<file path="config.mk">
export PLATFORM = sky130hd
export DESIGN_NAME = hc190_sync_counter_flat
export DESIGN_NICKNAME = d
export VERILOG_FILES = /design/src/rtl/hc_pkg.sv /design/src/rtl/hc190_sync_counter_if.sv /design/src/rtl/hc190_sync_counter_mod_step.sv /design/src/rtl/hc190_sync_counter.sv /design/src/flat_wrapper.sv
export SDC_FILE = /design/constraint.sdc
export NUM_CORES = 1
export LEC_CHECK = 0
export ABC_AREA = 1
export ABC_CLOCK_PERIOD_IN_PS = 2200
export BUFFER_PORTS_ARGS = -buffer_cell sky130_fd_sc_hd__buf_4
export CORE_AREA = 8 8 45 47
export DETAILED_ROUTE_END_ITERATION = 10
export DIE_AREA = 0 0 53 55
export PLACE_DENSITY = 0.6
export SETUP_SLACK_MARGIN = 0.1
export SYNTH_ARGS = -nofsm -noshare
export SYNTH_HDL_FRONTEND = slang
export SYNTH_SLANG_ARGS = --single-unit
</file>
<file path="constraint.sdc">
create_clock -name Clk -period 2.2 [get_ports Clk]
set_clock_uncertainty 0.1 [all_clocks]
set_input_delay 0.22 -clock Clk [delete_from_list [all_inputs] [get_ports Clk]]
set_output_delay 0.22 -clock Clk [all_outputs]
set_load 0.005 [all_outputs]
</file>
<file path="src/rtl/hc_pkg.sv">
// Shared types and configuration helpers for the HC-series counter and flip-flop blocks.
package hc_pkg;

    typedef enum logic {
        HC_UP = 1'b0,
        HC_DN = 1'b1
    } hc_dir_e;

    localparam int unsigned HC_WIDTH_MIN = 2;
    localparam int unsigned HC_WIDTH_MAX = 16;

    // Terminal value when counting up: the last legal state before wrapping to zero.
    function automatic int unsigned hc_term_value(input int unsigned modulus);
        return modulus - 1;
    endfunction

    function automatic bit hc_cfg_ok(input int unsigned width, input int unsigned modulus);
        return (width >= HC_WIDTH_MIN) && (width <= HC_WIDTH_MAX) &&
               (modulus >= 2) && (modulus <= (32'd1 << width));
    endfunction

endpackage

</file>
<file path="src/rtl/hc190_sync_counter_if.sv">
// Control, load-data and status bundle of the presettable up/down counter.
interface hc190_sync_counter_if #(
    parameter int unsigned WIDTH = 4
);
    logic             Load_N;
    logic             CtEn_N;
    logic             DnUp;
    logic [WIDTH-1:0] D;
    logic [WIDTH-1:0] Q;
    logic [WIDTH-1:0] Q_N;
    logic             MaxMin;
    logic             Rco_N;

    modport master (
        output Load_N, CtEn_N, DnUp, D,
        input  Q, Q_N, MaxMin, Rco_N
    );

    modport slave (
        input  Load_N, CtEn_N, DnUp, D,
        output Q, Q_N, MaxMin, Rco_N
    );
endinterface

</file>
<file path="src/rtl/hc190_sync_counter_mod_step.sv">
// Combinational modulo step: next counter value and terminal-count flag for one direction.
module hc_mod_step
    import hc_pkg::*;
#(
    parameter int unsigned WIDTH   = 4,
    parameter int unsigned MODULUS = 10
) (
    input  logic [WIDTH-1:0] q,
    input  hc_dir_e          dir,
    output logic [WIDTH-1:0] q_next,
    output logic             is_term
);

    localparam logic [WIDTH-1:0] TERM = WIDTH'(hc_term_value(MODULUS));

    // Out-of-range values wrap to zero going up and decrement back into range going down.
    always_comb begin
        q_next  = q;
        is_term = 1'b0;
        if (dir == HC_DN) begin
            q_next  = (q == '0) ? TERM : q - WIDTH'(1);
            is_term = (q == '0);
        end else begin
            q_next  = (q >= TERM) ? '0 : q + WIDTH'(1);
            is_term = (q == TERM);
        end
    end

endmodule

</file>
<file path="src/rtl/hc190_sync_counter.sv">
// Synchronous presettable up/down modulo counter (HC190/HC191 style) with cascade outputs.
// HC190_RCO_REG_EN: when defined, Rco_N is registered one cycle late instead of combinational.
module hc190_sync_counter
    import hc_pkg::*;
#(
    parameter int unsigned WIDTH   = 4,
    parameter int unsigned MODULUS = 10
) (
    input  logic                 Clk,
    input  logic                 R,
    hc190_sync_counter_if.slave  bus
);

    if (!hc_cfg_ok(WIDTH, MODULUS)) begin : g_bad_cfg
        $error("hc190_sync_counter: unsupported WIDTH/MODULUS combination");
    end

    logic [WIDTH-1:0] q_r;
    logic [WIDTH-1:0] q_next;
    logic             is_term;
    hc_dir_e          dir;

    assign dir = hc_dir_e'(bus.DnUp);

    hc_mod_step #(
        .WIDTH   (WIDTH),
        .MODULUS (MODULUS)
    ) u_step (
        .q       (q_r),
        .dir     (dir),
        .q_next  (q_next),
        .is_term (is_term)
    );

    // Reset beats load, load beats count.
    always_ff @(posedge Clk) begin
        if (!R) begin
            q_r <= '0;
        end else if (!bus.Load_N) begin
            q_r <= bus.D;
        end else if (!bus.CtEn_N) begin
            q_r <= q_next;
        end
    end

    assign bus.Q      = q_r;
    assign bus.Q_N    = ~q_r;
    assign bus.MaxMin = is_term;

`ifdef HC190_RCO_REG_EN
    logic rco_n_r;

    // Samples the carry condition at the edge, so the low pulse trails the terminal state by one cycle.
    always_ff @(posedge Clk) begin
        if (!R) begin
            rco_n_r <= 1'b1;
        end else begin
            rco_n_r <= ~(is_term & ~bus.CtEn_N);
        end
    end

    assign bus.Rco_N = rco_n_r;
`else
    assign bus.Rco_N = ~(is_term & ~bus.CtEn_N & R);
`endif

endmodule

</file>
<file path="src/flat_wrapper.sv">
// flat-port wrapper written by rule: the top's interface ports become plain ports
module hc190_sync_counter_flat import hc_pkg::*;
#(
    parameter int unsigned WIDTH   = 4,
    parameter int unsigned MODULUS = 10
)
  (Clk, R, bus_Load_N, bus_CtEn_N, bus_DnUp, bus_D, bus_Q, bus_Q_N, bus_MaxMin, bus_Rco_N);
  hc190_sync_counter_if #(.WIDTH(WIDTH)) bus_i ();
  input  logic Clk;
  input  logic R;
  input wire logic [$bits(bus_i.Load_N)-1:0] bus_Load_N;
  input wire logic [$bits(bus_i.CtEn_N)-1:0] bus_CtEn_N;
  input wire logic [$bits(bus_i.DnUp)-1:0] bus_DnUp;
  input wire logic [$bits(bus_i.D)-1:0] bus_D;
  output wire logic [$bits(bus_i.Q)-1:0] bus_Q;
  output wire logic [$bits(bus_i.Q_N)-1:0] bus_Q_N;
  output wire logic [$bits(bus_i.MaxMin)-1:0] bus_MaxMin;
  output wire logic [$bits(bus_i.Rco_N)-1:0] bus_Rco_N;
  assign bus_i.Load_N = bus_Load_N;
  assign bus_i.CtEn_N = bus_CtEn_N;
  assign bus_i.DnUp = bus_DnUp;
  assign bus_i.D = bus_D;
  assign bus_Q = bus_i.Q;
  assign bus_Q_N = bus_i.Q_N;
  assign bus_MaxMin = bus_i.MaxMin;
  assign bus_Rco_N = bus_i.Rco_N;
  hc190_sync_counter #(.WIDTH(WIDTH), .MODULUS(MODULUS)) u_core (.Clk(Clk), .R(R), .bus(bus_i));
endmodule
</file>
==> impl_metrics.toml, run 1 <==
[clocking]
clock_sinks = 4
cts_resized = 0
clk_pin_slew_ns = 0.03
cts_setup_buffers = 0
cts_made_buffers = 3
ctsHoldBuffers = 0
cts_tree = "yes"
ctsRootBufferMaster = "clkbuf_4"
worstSkewPairLatency_ns = 0.23
htree_levels = 1
clk_path_buf_depth = 2

[synthesis]
synth_top_family_by_area = "simple AND/OR/NAND/NOR gates"
synth_simple_gate_area_share_pct = 47.22
yosysUniqueCellTypes = 13
avgSynthCellArea_sq_um = 5.775
synth_top_area_share_pct = 19.17
yosysWarnings = 0
synth.area.mux_share_pct = 0
syn_area_sq_um = 450.4
yosysTopAreaCell = "nand2_1"
yosysSeqAreaShare_pct = 17.78
synthTopCellsByArea = "nand2_1, dfxtp_1, nand3_1, ha_1, inv_1"
synth_compound_area_share_pct = 10.83
synth-adder-area-share_pct = 11.11
synth_nets = 91
synth_seq_cells = 4
syn_inst = 78
synth_xor_area_share_pct = 0

[grt]
first_global_vias = 535
grt_max_degree = 11
use_met1_pct = 10.20
antenna_found_initial = 0
grt_pass1_wl_microns = 2132
grt_busiest_layer = "met2"
met3_usage_pct = 2.139
grt_util_all_layers_pct = 9.623
grt_overflow_total = 0
grt_util_met2_pct = 16.80

[floorplan]
core_area_sq_mm = 0.001384
initial_core_util_pct = 32.55
die_x_microns = 53
die_h_microns = 55
die-area_sq_mm = 0.002915
ios = 19
fp-row-count = 14

[place]
postPlaceCellArea_sq_um = 605.6
port_buffers = 18
dp_hpwl_microns = 1046
dp_slack_ns = 0.5914
place_inst = 112
gp_congestion = 0.7850

[timing]
worst_pin_slew_ns = 0.3030
worst_slack_ns = 0.3619
rsz0062_at_grt = "false"
post-route-min-period_ns = 1.838
post-route-period-util_pct = 83.55
final_hold_viol_count = 0
setup-violations-final = 0
slew_headroom_pct = 79.77
fin_tns_setup_ns = 0
slew_viol_final = 0
max_freq_mhz = 544.0

[run]
maxCapViolCount = 0

[setup_path]
crit_path_end_kind = "output port"
cp_max_fo = 7
worstPathRequired_ns = 1.88
startpoint_type = "flop"
crit_arrival_ns = 1.52
critPathKind = "reg2out"

[layout]
final_cells = 115
final_cell_area_sq_um = 628.1
area_growth_pct = 39.44
antenna_cells = 0
largest_reg_flops = 4
final_nets = 114
post_route_cells_drive_above_1_share_pct = 27.27

[worst_hold_path]
hold_path.class = "in2reg"

[drt]
dr.pass1.iters = 4
drt_iter0_markers = 8
vias_per_cell = 4.591
ant_nets = 0
drcViolationCount = 0
wl_microns = 1266
wire_per_inst_microns = 11.01
vias = 528

[status]
status = "finished, final reports clean"

[power_and_ir_drop]
leakage_nw = 0.3416
p_per_area_mw_per_mm2 = 481.6
finalPower_mw = 0.3025
ir_worst_vdd_v = 0.0002662
[cell usage after synthesis (all sizes together)]
cell type   n
a21oi       6
dfxtp       4
ha          4
inv        15
nand2      23
nand3      14
nand4       3
nor2        6
o21ai       3
[routing by layer]
metal | wire length, microns | vias to the layer above
li1 | - | 296
met1 | 573 | 220
met2 | 612 | 12
met3 | 81 | 0
met4 | 0 | 0
met5 | 0 | -
[cells by family (layout without fill, tap and decap cells)]
group	after synthesis	in the layout
fa+ha+maj	4	4
flops	4	4
buf+inv	15	36
compound gates	9	9
simple gates	46	46
[worst paths after layout]
kind | startpoint | slack (ns) | endpoint | depth (start not counted)
max | u_core.bus.Q[0] | 0.36 | bus_Rco_N | 6
min | bus_CtEn_N | 0.18 | u_core.bus.Q[3] | 4
max reg2reg | u_core.bus.Q[0] | 0.62 | u_core.bus.Q[3] | 8
min reg2reg | u_core.bus.Q[1] | 0.46 | u_core.bus.Q[1] | 2
[cells in the final DEF, fill, tap and decap left out]
cell,instances
nand2_1,23
buf_4,18
inv_1,13
nand3_1,11
nor2_1,6
a21oi_1,5
ha_1,4
dfxtp_1,4
nand4_1,3
o21ai_0,3
nand3_2,3
clkbuf_4,3
inv_4,1
inv_2,1
a21oi_2,1
[layout make-up]
class / instances / area (sq um)
clock buffers: 3 / 22.52
fillers: 151 / 755.7
inverters: 15 / 58.81
multi-input cells: 59 / 311.5
flip-flops and latches: 4 / 80.08
well taps: 16 / 20.02
repair buffers: 18 / 135.1
[worst max-delay path: stages, from the launching register on]
cell	delay (ns)
dfxtp_1	0.44
inv_1	0.16
ha_1	0.28
nand4_1	0.12
o21ai_0	0.11
nand2_1	0.08
buf_4	0.10
[per-stage QoR]
stage,hold WS [ns],util (%)
final,0.1838,45.39
after global routing,0.2049,45.39
after CTS,0.1746,45.39
after detailed placement,0.4230,43.76
after global placement,0.4097,43.76
after floorplan,0.2925,-
[power by group]
part | switching, mW | total, mW | leakage, nW | internal [mW]
registers | 0.0126 | 0.0919 | 0.0332 | 0.0793
clock network | 0.0257 | 0.0864 | 0.0138 | 0.0607
logic | 0.0657 | 0.124 | 0.295 | 0.0585
Power figures use the tool's default switching activity.
==> inputs of run 2 (changes only) <==
- ABC_CLOCK_PERIOD_IN_PS: 2200 -> 1500
- PLACE_DENSITY: 0.6 -> 0.62
- clock period: 2.2 -> 1.5 ns (I/O delays scaled with it)
==> impl_metrics.toml, run 2 (synthesis results as in run 1) <==
[setup_path]
critPathKind = "reg2out"
regToRegStartpoint = "u_core.bus.Q[0]"
crit_path_end_kind = "output port"
worstPathRequired_ns = 1.25
critPathLaunch = "u_core.bus.Q[0]"
cp_max_fo = 4
crit_arrival_ns = 1.16
startpoint_type = "flop"

[worst_hold_path]
hp-start = "bus_CtEn_N"
hold_path.class = "in2reg"

[timing]
worst_slack_ns = 0.09032
final_hold_viol_count = 0
slew_viol_final = 0
worst_pin_slew_ns = 0.2139
slew_headroom_pct = 85.72
post-route-period-util_pct = 93.98
setup-violations-final = 0
fin_tns_setup_ns = 0
max_freq_mhz = 709.4
post-route-min-period_ns = 1.410
rsz0062_at_grt = "true"

[power_and_ir_drop]
p_per_area_mw_per_mm2 = 660.0
pwr-share-seq_pct = 26.5
p_clk_share_pct = 24.8
power_frac_comb_pct = 48.7
swShare_pct = 34.73
intPower_mw = 0.3363
ir_worst_vdd_v = 0.0004114
leakage_nw = 0.3944
p_sw_mw = 0.1790

[place]
place_inst = 113
gp_congestion = 0.8700
dp_hpwl_microns = 1016
port_buffers = 18
dp_slack_ns = 0.04096

[drt]
wire_per_inst_microns = 11.27
wl_microns = 1409
dr.pass1.iters = 4
drcViolationCount = 0
vias_per_cell = 4.800
vias = 600
ant_nets = 0
drt_iter0_markers = 6

[floorplan]
die_h_microns = 55
initial_core_util_pct = 32.55
die_x_microns = 53
die-area_sq_mm = 0.002915
core_area_sq_mm = 0.001384
ios = 19
fp-row-count = 14

[grt]
first_global_vias = 578
grt_util_all_layers_pct = 10.65
grt_max_degree = 9
grt_pass1_wl_microns = 2373
grt_overflow_total = 0
antenna_found_initial = 0

[clocking]
cts_tree = "yes"
worstSkewPairLatency_ns = 0.23
cts_made_buffers = 3
clock_sinks = 4
clk_path_buf_depth = 2
ctsHoldBuffers = 0
clk_pin_slew_ns = 0.03
ctsRootBufferMaster = "clkbuf_4"
htree_levels = 1

[layout]
largest_reg_flops = 4
post_route_cells_drive_above_1_share_pct = 49.54
mostFrequentLayoutCells = "buf_4, nand2_1, inv_1"
final_nets = 124
area_growth_pct = 73.33
final_cells = 125
antenna_cells = 0
layout_commonest_cell = "buf_4"
final_core_util_pct = 56.42

[status]
status = "finished, final reports clean"

[run]
maxCapViolCount = 0
## run 2: cell count changes in the layout (fill, tap and decap cells not counted), sizes merged
cell / delta
buf: +10
## run 2: power groups by stage
stage / Sequential, mW / Clock [mW] / Combinational [mW]
6_report: 0.137 / 0.128 / 0.251
3_5_place_dp: 0.134 / 0 / 0.189
4_1_cts: 0.135 / 0.136 / 0.242
2_1_floorplan: 0.134 / 0 / 0.109
5_1_grt: 0.139 / 0.139 / 0.283
3_3_place_gp: 0.134 / 0 / 0.191
## run 2: cell type report
cell class	count	area, sq um
Fill cell	140	603.1
Clock buffer	3	22.52
Tap cell	16	20.02
Inverter	15	63.81
Multi-Input combinational cell	59	376.6
Timing Repair Buffer	28	210.2
Sequential cell	4	87.58
## run 2: final timing paths
path,to,slack (ns),cells after the start
max,bus_Rco_N,0.09,6
min,u_core.bus.Q[3],0.10,4
max reg2reg,u_core.bus.Q[3],0.12,9
min reg2reg,u_core.bus.Q[2],0.44,2
## run 2: critical path, stage by stage, from the launching register on
cell and delay (ns):
dfxtp_4 0.36, inv_4 0.07, ha_4 0.12, nand4_1 0.10
o21ai_2 0.09, nand2_1 0.06, buf_4 0.13
## run 2: per-stage QoR
| step | hold slack [ns] | area, sq um | power, mW |
|---|---|---|---|
| final | 0.1037 | 780.7 | 0.5153 |
| after global routing | 0.1169 | 780.7 | 0.5604 |
| after CTS | 0.09730 | 760.7 | 0.5131 |
| after detailed placement | 0.3513 | 614.3 | 0.3236 |
| after global placement | 0.3435 | 614.3 | 0.3244 |
| after floorplan | 0.2225 | 451.7 | 0.2427 |
## run 2: metal layers
metal,global-route usage [%],vias up,routed length (microns)
met5,0,-,0
met4,6.466,0,8
met3,1.872,2,88
met2,18.36,13,722
met1,11.99,270,590
li1,-,315,-
## run 2: what timing repair did
action                                  CTS  global route
setup buffers                             9             0
resized for setup                        16             7
endpoints found under the setup margin    6             6
pin swaps                                 6             4
